**config.mk**
```make
export PLATFORM = sky130hd
export DESIGN_NAME = led_pwm_mod
export DESIGN_NICKNAME = d
export VERILOG_FILES = /design/src/rtl/led_pwm_mod.sv
export SDC_FILE = /design/constraint.sdc
export NUM_CORES = 1
export LEC_CHECK = 0
export CAP_MARGIN = 20
export CORE_MARGIN = 2
export CORE_UTILIZATION = 40
export CTS_CLUSTER_SIZE = 12
export DETAILED_ROUTE_END_ITERATION = 8
export PLACE_DENSITY_LB_ADDON = 0.05
export SYNTH_ARGS = -nofsm -noshare
export SYNTH_HDL_FRONTEND = slang
export SYNTH_SLANG_ARGS = --single-unit
```
**constraint.sdc**
```tcl
create_clock -name clk -period 2.6 [get_ports clk]
set_input_delay 0.52 -clock clk [delete_from_list [all_inputs] [get_ports clk]]
set_output_delay 0.52 -clock clk [all_outputs]
set_load 0.02 [all_outputs]
```
**src/rtl/led_pwm_mod.sv**
```systemverilog
// -----------------------------------------------------------------------------
// led_pwm_mod
//
// Eight-channel LED PWM modulator with glitch-free duty updates.
//
// A prescale counter divides clk by PRESC to produce a step strobe. Each step
// advances an 8-bit period counter through 0..254, so one PWM period lasts
// 255*PRESC clk cycles. Every channel compares the period counter against its
// active duty. Software writes go to per-channel shadow registers. All eight
// shadows are copied into the active registers together in the last cycle of
// a period (the commit cycle), so a duty change never takes effect part-way
// through a period.
//
// Parameters
//   PRESC        clk cycles per period-counter step, 1..65535
//
// Ports
//   clk          sole clock, rising edge
//   rst          synchronous, active-high reset
//   en           modulator enable; low clears the counters and the outputs
//   ch_sel       channel addressed by a duty write
//   duty_in      duty value, 0 = always off, 255 = always on
//   duty_valid   write request qualifier
//   duty_ready   write can be accepted this cycle (low only in the commit cycle)
//   pwm_out      registered PWM drive, bit i = channel i
//   period_tick  one-cycle pulse in the first cycle of each new period
// -----------------------------------------------------------------------------
module led_pwm_mod #(
    parameter int unsigned PRESC = 4
) (
    input  logic       clk,
    input  logic       rst,
    input  logic       en,
    input  logic [2:0] ch_sel,
    input  logic [7:0] duty_in,
    input  logic       duty_valid,
    output logic       duty_ready,
    output logic [7:0] pwm_out,
    output logic       period_tick
);

    // -------------------------------------------------------------------------
    // Constants
    // -------------------------------------------------------------------------
    localparam int          N_CH     = 8;
    // A width of at least one bit keeps the PRESC == 1 case legal; the
    // prescaler then sits at zero and every enabled cycle is a step.
    localparam int unsigned PC_W     = (PRESC > 1) ? $clog2(PRESC) : 1;
    localparam logic [PC_W-1:0] PC_LAST  = PC_W'(PRESC - 1);
    localparam logic [7:0]      CNT_LAST = 8'd254;

    // -------------------------------------------------------------------------
    // State
    // -------------------------------------------------------------------------
    logic [PC_W-1:0]          pc_q,     pc_d;
    logic [7:0]               cnt_q,    cnt_d;
    logic [N_CH-1:0][7:0]     shadow_q, shadow_d;
    logic [N_CH-1:0][7:0]     active_q, active_d;
    logic [N_CH-1:0]          pwm_q,    pwm_d;
    logic                     tick_q,   tick_d;

    // -------------------------------------------------------------------------
    // Strobes
    // -------------------------------------------------------------------------
    logic step;
    logic commit;
    logic wr_en;

    always_comb begin
        step   = en && (pc_q == PC_LAST);
        // Last step of the period: the active duties swap in at this edge.
        commit = step && (cnt_q == CNT_LAST);
    end

    // Holding off writes in the commit cycle means a shadow can never change
    // in the same cycle it is being copied, so no write/commit collision
    // exists. A request held across the commit lands in the next cycle and is
    // picked up by the following commit.
    assign duty_ready = !commit;
    assign wr_en      = duty_valid && duty_ready;

    // -------------------------------------------------------------------------
    // Next-state logic
    // -------------------------------------------------------------------------
    always_comb begin
        // NOTE: every signal gets a default before any branch so that a path
        // that skips an assignment holds the value instead of inferring a latch.
        pc_d     = pc_q;
        cnt_d    = cnt_q;
        shadow_d = shadow_q;
        active_d = active_q;
        pwm_d    = '0;
        tick_d   = commit;

        // Prescaler and period counter. Disabling clears both so the next
        // enable starts a clean period from cnt == 0.
        if (!en) begin
            pc_d  = '0;
            cnt_d = '0;
        end else begin
            if (pc_q == PC_LAST) begin
                pc_d = '0;
            end else begin
                pc_d = pc_q + PC_W'(1);
            end

            if (step) begin
                if (cnt_q == CNT_LAST) begin
                    cnt_d = '0;
                end else begin
                    cnt_d = cnt_q + 8'd1;
                end
            end
        end

        // Shadow writes are accepted whether or not the modulator runs.
        if (wr_en) begin
            shadow_d[ch_sel] = duty_in;
        end

        // All channels update together at the period boundary.
        if (commit) begin
            active_d = shadow_q;
        end

        // Unsigned compare: duty 0 never matches (always low) and duty 255
        // exceeds every counter value 0..254 (always high, no wrap glitch).
        if (en) begin
            for (int i = 0; i < N_CH; i++) begin
                pwm_d[i] = (cnt_q < active_q[i]);
            end
        end
    end

    // -------------------------------------------------------------------------
    // Registers
    // -------------------------------------------------------------------------
    // NOTE: sequential state uses non-blocking assignments so every register
    // samples the pre-edge values, independent of statement order.
    always_ff @(posedge clk) begin
        if (rst) begin
            pc_q     <= '0;
            cnt_q    <= '0;
            // NOTE: the duty register banks are cleared as well, so no stale
            // duty from before reset can reach an output after reset.
            shadow_q <= '0;
            active_q <= '0;
            pwm_q    <= '0;
            tick_q   <= 1'b0;
        end else begin
            pc_q     <= pc_d;
            cnt_q    <= cnt_d;
            shadow_q <= shadow_d;
            active_q <= active_d;
            pwm_q    <= pwm_d;
            tick_q   <= tick_d;
        end
    end

    // -------------------------------------------------------------------------
    // Outputs
    // -------------------------------------------------------------------------
    assign pwm_out     = pwm_q;
    assign period_tick = tick_q;

endmodule

```
==> results of run 1 <==
## metrics by stage
stage	cell area, µm²	instances	utilization (%)	hold WS, ns
after global routing	8160	1031	47.7	0.417
after CTS	8150	1031	47.6	0.404
after global placement	7490	999	43.8	0.414
final	8160	1031	47.7	0.419
after detailed placement	7490	999	43.8	0.437
after floorplan	6920	757	-	0.404
## logic make-up (layout without fill, tap and decap cells)
group | after synthesis | in the layout | synth area share, %
xor+xnor | 5 | 5 | 0.633
simple gates | 265 | 265 | 19.7
buf+inv | 101 | 150 | 6.31
mux | 56 | 56 | 8.10
compound gates | 124 | 124 | 12.0
fa+ha+maj | 59 | 59 | 10.7
flops | 147 | 147 | 42.5
## layout make-up
cell class,instances,area share (%)
clock inverters,15,2.84
clock buffers,17,5.22
repair buffers,60,6.26
inverters,58,2.70
multi-input cells,509,43.5
flip-flops and latches,147,36.1
well taps,225,3.45
## worst reg2reg max path, stage by stage, from the launching register on
cell and delay, ns:
dfxtp_1 0.31, buf_4 0.21, ha_1 0.25, or3b_1 0.35
o2111ai_1 0.13, a31oi_1 0.10, a2111oi_0 0.66, buf_4 0.21
## flip-flops by register name, summed over array words and instances, names as in the netlist
register,cells
active_q,64
shadow_q,64
cnt_q,8
pwm_out,8
pc_q,2
period_tick,1
## power breakdown
part | leakage, nW | switching (mW) | internal (mW)
registers | 1.19 | 0.0125 | 2.28
clock network | 0.314 | 0.980 | 1.71
logic | 1.65 | 0.112 | 0.0800
## layout by cell type (no fill, tap or decap), drive strengths merged
| cell type | n |
|---|---|
| clkbuf | 17 |
| xnor2 | 2 |
| bufinv | 5 |
| mux2i | 56 |
| o2bb2ai | 8 |
| a2111oi | 8 |
| o2111ai | 8 |
| nor2b | 11 |
| clkinv | 7 |
| a311oi | 1 |
| nand2b | 65 |
| or3 | 3 |
| a21oi | 64 |
| a31oi | 10 |
| and4 | 1 |
| nor3b | 1 |
| dlymetal6s2s | 1 |
| ha | 59 |
| dfxtp | 147 |
| clkdlybuf4s50 | 22 |
| nand4 | 7 |
| o211ai | 9 |
| o21a | 8 |
| a211oi | 8 |
| nand2 | 147 |
| nor2 | 10 |
| nor3 | 2 |
| and3 | 1 |
| or3b | 8 |
| buf | 37 |
| xor2 | 3 |
| inv | 59 |
| clkinvlp | 2 |
| nand3 | 9 |
## per-layer routing
metal / vias up / global-route usage, % / share of wire [%]
li1: 2638 / - / -
met1: 2405 / 25.8 / 48
met2: 63 / 33.8 / 49
met3: 13 / 4.71 / 2.4
met4: 0 / 5.61 / 1.0
met5: - / 0 / 0
## timing repair
| action | 4_1_cts | 5_1_grt |
|---|---|---|
| hold buffers | 0 | 0 |
| gates resized for setup | 1 | 1 |
| endpoints found under the setup margin | 1 | 1 |
| cloned | 0 | 0 |
## how the worst max path moves through the flow
| stage | start | endpoint | cells after the start |
|---|---|---|---|
| 6_report | cnt_q[1]$_SDFFE_PP0P_ | pwm_out[7]$_SDFF_PP0_ | 7 |
| 5_1_grt | cnt_q[1]$_SDFFE_PP0P_ | pwm_out[7]$_SDFF_PP0_ | 7 |
| 4_1_cts | pc_q[0]$_SDFF_PP0_ | duty_ready | 5 |
| 3_5_place_dp | en | shadow_q[55]$_SDFFE_PP0P_ | 9 |
| 3_3_place_gp | en | duty_ready | 5 |
| 2_1_floorplan | cnt_q[0]$_SDFFE_PP0P_ | duty_ready | 8 |
==> impl_metrics.json, run 1 <==
{
  "endpoint_kind": "flip-flop",
  "hpwl_um": 11600,
  "htreeDepth": 4,
  "clkTransAtPathRegs_ns": 0.06,
  "post-route-min-period_ns": 2.28,
  "post-route-drc-count": 0,
  "drv_cap": 0,
  "die_h_um": 136,
  "vias": 5119,
  "syn-cell-area_um2": 6920,
  "initial_core_util_pct": 40.4,
  "synthArstFlopShare_pct": 0,
  "area.sequential_um2": 2940,
  "postRouteAntennaNets": 0,
  "vias_per_cell": 4.97,
  "fill_cells": 1646,
  "min_path_type": "in2reg",
  "r2r_start": "cnt_q[1]$_SDFFE_PP0P_",
  "critPathLaunchType": "flip-flop",
  "cts_setup_buffers": 0,
  "die_area_um2": 18400,
  "tritoncts": "yes",
  "drive_gt1_share_pct": 11.3,
  "synth_edf_count": 0,
  "crit_required_ns": 2.97,
  "finalNetCount": 867,
  "crit_type": "reg2reg",
  "finalMaxSlewViolations": 0,
  "r2r_cells": 7,
  "crit_chain": "buf_4, ha_1, or3b_1, o2111ai_1, a31oi_1, a2111oi_0, buf_4",
  "synth_cell_type_count": 42,
  "yosysTopAreaCellShare_pct": 42.5,
  "synth_cells": 757,
  "period_share_pct": 87.6,
  "yosysWarnings": 0,
  "skew_ns": 0.00862,
  "whs_path_depth": 2,
  "die_x_um": 136,
  "grt_max_degree": 65,
  "synth_most_common_cell": "dfxtp_1",
  "critPathSlowestCell": "a2111oi_0",
  "slew_headroom_pct": 49.3,
  "ys_ff_latch": 147,
  "tightest_slew_ns": 0.741,
  "num_io_pins": 25,
  "fin_setup_tns_ns": 0,
  "cp_num_buf_inv": 2,
  "rsz0062_at_grt": "no",
  "crit_top_cell": "buf_4",
  "gr-total-overflow": 0,
  "grt_pass1_wl_um": 27400,
  "setup_violations": 0,
  "cts_root_buf": "clkbuf_16",
  "slowest_delay_ns": 0.66,
  "cts.sinks": 147,
  "path_delay_family": "compound AO/OA/AOI/OAI gates",
  "synth_top_area_cell": "dfxtp_1",
  "r2r_slack_ns": 0.32,
  "gp_congestion": 0.756,
  "antenna_cells": 0,
  "leakage_nw": 3.15,
  "track_usage_pct": 20.1,
  "hold_path_end": "active_q[16]$_SDFFE_PP0P_",
  "hold_viol": 0,
  "drt_wl_total_um": 17400,
  "vdd_ir_drop_max_mv": 0.481,
  "clk_path_buf_depth": 2,
  "ys_seq_area_share_pct": 42.5,
  "multi_input_area_um2": 3540,
  "synth_top_flop_cell": "dfxtp_1",
  "num_rows": 48,
  "status": "finished clean",
  "cts_buffers": 17,
  "synthTopCellsByArea": "dfxtp_1 43%, ha_1 11%, mux2i_1 8.1%",
  "core_um2": 17100,
  "dr.first_iter.drc_count": 196,
  "synth_nets": 831,
  "r2r_end": "pwm_out[7]$_SDFF_PP0_",
  "path_max_fanout": 12,
  "antenna_found_initial": 0,
  "finalWorstSetupSlack_ns": 0.322,
  "avgRoutedWirePerCell_um": 16.8,
  "arrival_ns": 2.65,
  "clk_latency_ns": 0.43,
  "dp_slack_ns": 0.00986,
  "hold_start": "rst",
  "synth_common_cells": "147 x dfxtp_1, 146 x nand2_1, 64 x a21oi_1, 64 x nand2b_1, 59 x ha_1",
  "syn_avg_cell_area_um2": 9.14,
  "first_global_vias": 5050,
  "io_buffers": 24,
  "syn_to_final_growth_pct": 17.8,
  "fmax_mhz": 439,
  "p_per_area_nw_per_um2": 634,
  "finalPower_mw": 5.17,
  "drtPass1Iterations": 4
}
Power figures use the tool's default switching activity.
==> run 2, diff against run 1 <==
--- a/config.mk
+++ b/config.mk
@@ -5,7 +5,7 @@
 export SDC_FILE = /design/constraint.sdc
 export NUM_CORES = 1
 export LEC_CHECK = 0
-export CAP_MARGIN = 20
+export CAP_MARGIN = 10
 export CORE_MARGIN = 2
 export CORE_UTILIZATION = 40
 export CTS_CLUSTER_SIZE = 12
==> results of run 2 <==
No change in the layout: final DEF, timing and power equal those of run 1.
==> run 3, diff against run 2 <==
==> constraint.sdc (replaced) <==
create_clock -name clk -period 2.4 [get_ports clk]
set_input_delay 0.48 -clock clk [delete_from_list [all_inputs] [get_ports clk]]
set_output_delay 0.48 -clock clk [all_outputs]
set_load 0.02 [all_outputs]
==> run 3 against run 2 <==
First-iteration DRC count increased by 31%. Cell count increased by 0.48%. Clock-buffer cell count increased by 7. Critical path type is now in2out.
==> impl_metrics.json, run 3 (synthesized netlist as in run 1, its figures left out) <==
{
  "status": "finished clean",
  "io_buffers": 24,
  "track_usage_pct": 20.1,
  "gr-total-overflow": 0,
  "vdd_ir_drop_max_mv": 0.529,
  "path_max_fanout": 2,
  "post-route-drc-count": 0,
  "critPathLaunchType": "input port",
  "die_x_um": 136,
  "seq_power_share_pct": 44.8,
  "arrival_ns": 1.77,
  "gr-max-usage-layer": "met2",
  "r2r_start": "cnt_q[1]$_SDFFE_PP0P_",
  "leakage_nw": 3.18,
  "finalNetCount": 872,
  "grt_pass1_wl_um": 27500,
  "swShare_pct": 20.7,
  "avgRoutedWirePerCell_um": 16.5,
  "crit_chain": "clkdlybuf4s50_1, nand3_1, nor3_4, inv_4, dlygate4sd2_1",
  "drtPass1Iterations": 5,
  "cts.sinks": 147,
  "die_area_um2": 18400,
  "layout_common_cells": "147 x dfxtp_1, 146 x nand2_1, 64 x nand2b_1, 64 x a21oi_1, 59 x ha_1",
  "grt_max_degree": 65,
  "gr-usage-met3_pct": 3.97,
  "syn_to_final_growth_pct": 18.1,
  "hold_buffers": 0,
  "core_um2": 17100,
  "vias_per_cell": 5.02,
  "p_per_area_nw_per_um2": 677,
  "crit_type": "in2out",
  "slew_headroom_pct": 52.9,
  "cts_setup_buffers": 0,
  "vias": 5198,
  "antenna_found_initial": 0,
  "min_path_type": "reg2reg",
  "fmax_mhz": 445,
  "r2r_cells": 7,
  "p_comb_share_pct": 3.9,
  "whs_ns": 0.425,
  "final_common_cell": "dfxtp_1",
  "drv_cap": 0,
  "gp_congestion": 0.759,
  "cts_root_buf": "clkbuf_16",
  "design_area_um2": 8170,
  "post_cts_resized": 1,
  "clk_latency_ns": 0.43,
  "cts_buffers": 17,
  "period_share_pct": 93.6,
  "clkPwrFrac_pct": 51.3,
  "rsz0062_at_grt": "no",
  "whs_path_depth": 1,
  "hold_start": "pc_q[0]$_SDFF_PP0_",
  "hpwl_um": 11200,
  "clkTransAtPathRegs_ns": 0.06,
  "r2r_end": "pwm_out[7]$_SDFF_PP0_",
  "drive_gt1_share_pct": 11.7,
  "finalMaxSlewViolations": 0,
  "r2r_slack_ns": 0.26,
  "tightest_slew_ns": 0.707,
  "first_global_vias": 5109,
  "dr.first_iter.drc_count": 256,
  "endpoint_kind": "output port",
  "tritoncts": "yes",
  "skew_ns": 0.0200,
  "hold_viol": 0,
  "num_io_pins": 25,
  "use_met2_pct": 33.4,
  "drt_wl_total_um": 17100,
  "initial_core_util_pct": 40.4,
  "fill_cells": 1646,
  "crit_required_ns": 1.92,
  "postRouteAntennaNets": 0,
  "internal_power_mw": 4.38,
  "post-route-min-period_ns": 2.25,
  "path_delay_family": "buffers and inverters",
  "antenna_cells": 0,
  "die_h_um": 136,
  "hold_path_end": "pc_q[0]$_SDFF_PP0_",
  "post_dp_cell_area_um2": 7530,
  "htreeDepth": 4,
  "slowest_delay_ns": 0.49,
  "cp_num_buf_inv": 3,
  "switching_power_mw": 1.15,
  "clk_path_buf_depth": 2,
  "num_rows": 48,
  "top_regs": "active_q: 64 flops, shadow_q: 64 flops",
  "critPathSlowestCell": "clkdlybuf4s50_1",
  "globalRouteMet1Util_pct": 25.5,
  "setup_violations": 0
}
-- run 3: per-stage QoR --
stage | setup WS (ns) | TNS (ns) | utilization [%] | instances | power [mW]
after floorplan | 0.499 | 0 | - | 757 | 2.65
after global placement | -0.0819 | -0.365 | 44.0 | 1004 | 2.75
after detailed placement | -0.0576 | -0.198 | 44.0 | 1004 | 2.75
after CTS | 0.148 | 0 | 47.7 | 1036 | 5.59
after global routing | 0.0350 | 0 | 47.7 | 1036 | 5.72
final | 0.153 | 0 | 47.7 | 1036 | 5.53
-- run 3: how the worst max path moves through the flow --
stage | startpoint | to | slack (ns) | cells after the start
finish | en | duty_ready | 0.15 | 5
global placement | en | duty_ready | -0.08 | 5
global route | cnt_q[1]$_SDFFE_PP0P_ | pwm_out[7]$_SDFF_PP0_ | 0.04 | 7
floorplan | cnt_q[0]$_SDFFE_PP0P_ | duty_ready | 0.50 | 8
CTS | en | duty_ready | 0.15 | 5
detailed placement | en | duty_ready | -0.06 | 5
-- run 3: layout make-up --
| class | count | area [µm²] | area share (%) |
|---|---|---|---|
| Inverter | 58 | 220 | 2.69 |
| Multi-Input combinational cell | 509 | 3540 | 43.3 |
| Tap cell | 225 | 282 | 3.44 |
| Sequential cell | 147 | 2940 | 36.0 |
| Clock buffer | 24 | 522 | 6.38 |
| Clock inverter | 8 | 120 | 1.47 |
| Timing Repair Buffer | 65 | 544 | 6.66 |
-- run 3: power groups by stage --
stage	combinational [mW]	clock (mW)	sequential, mW
floorplan	0.121	0	2.53
global placement	0.216	0	2.53
detailed placement	0.218	0	2.53
CTS	0.220	2.89	2.48
global route	0.232	3.01	2.48
finish	0.215	2.84	2.48
-- run 3: metal layers --
| metal | vias to the layer above | share of wire, % |
|---|---|---|
| met3 | 23 | 2.5 |
| li1 | 2639 | - |
| met2 | 65 | 48 |
| met5 | - | 0 |
| met4 | 0 | 2.0 |
| met1 | 2471 | 47 |
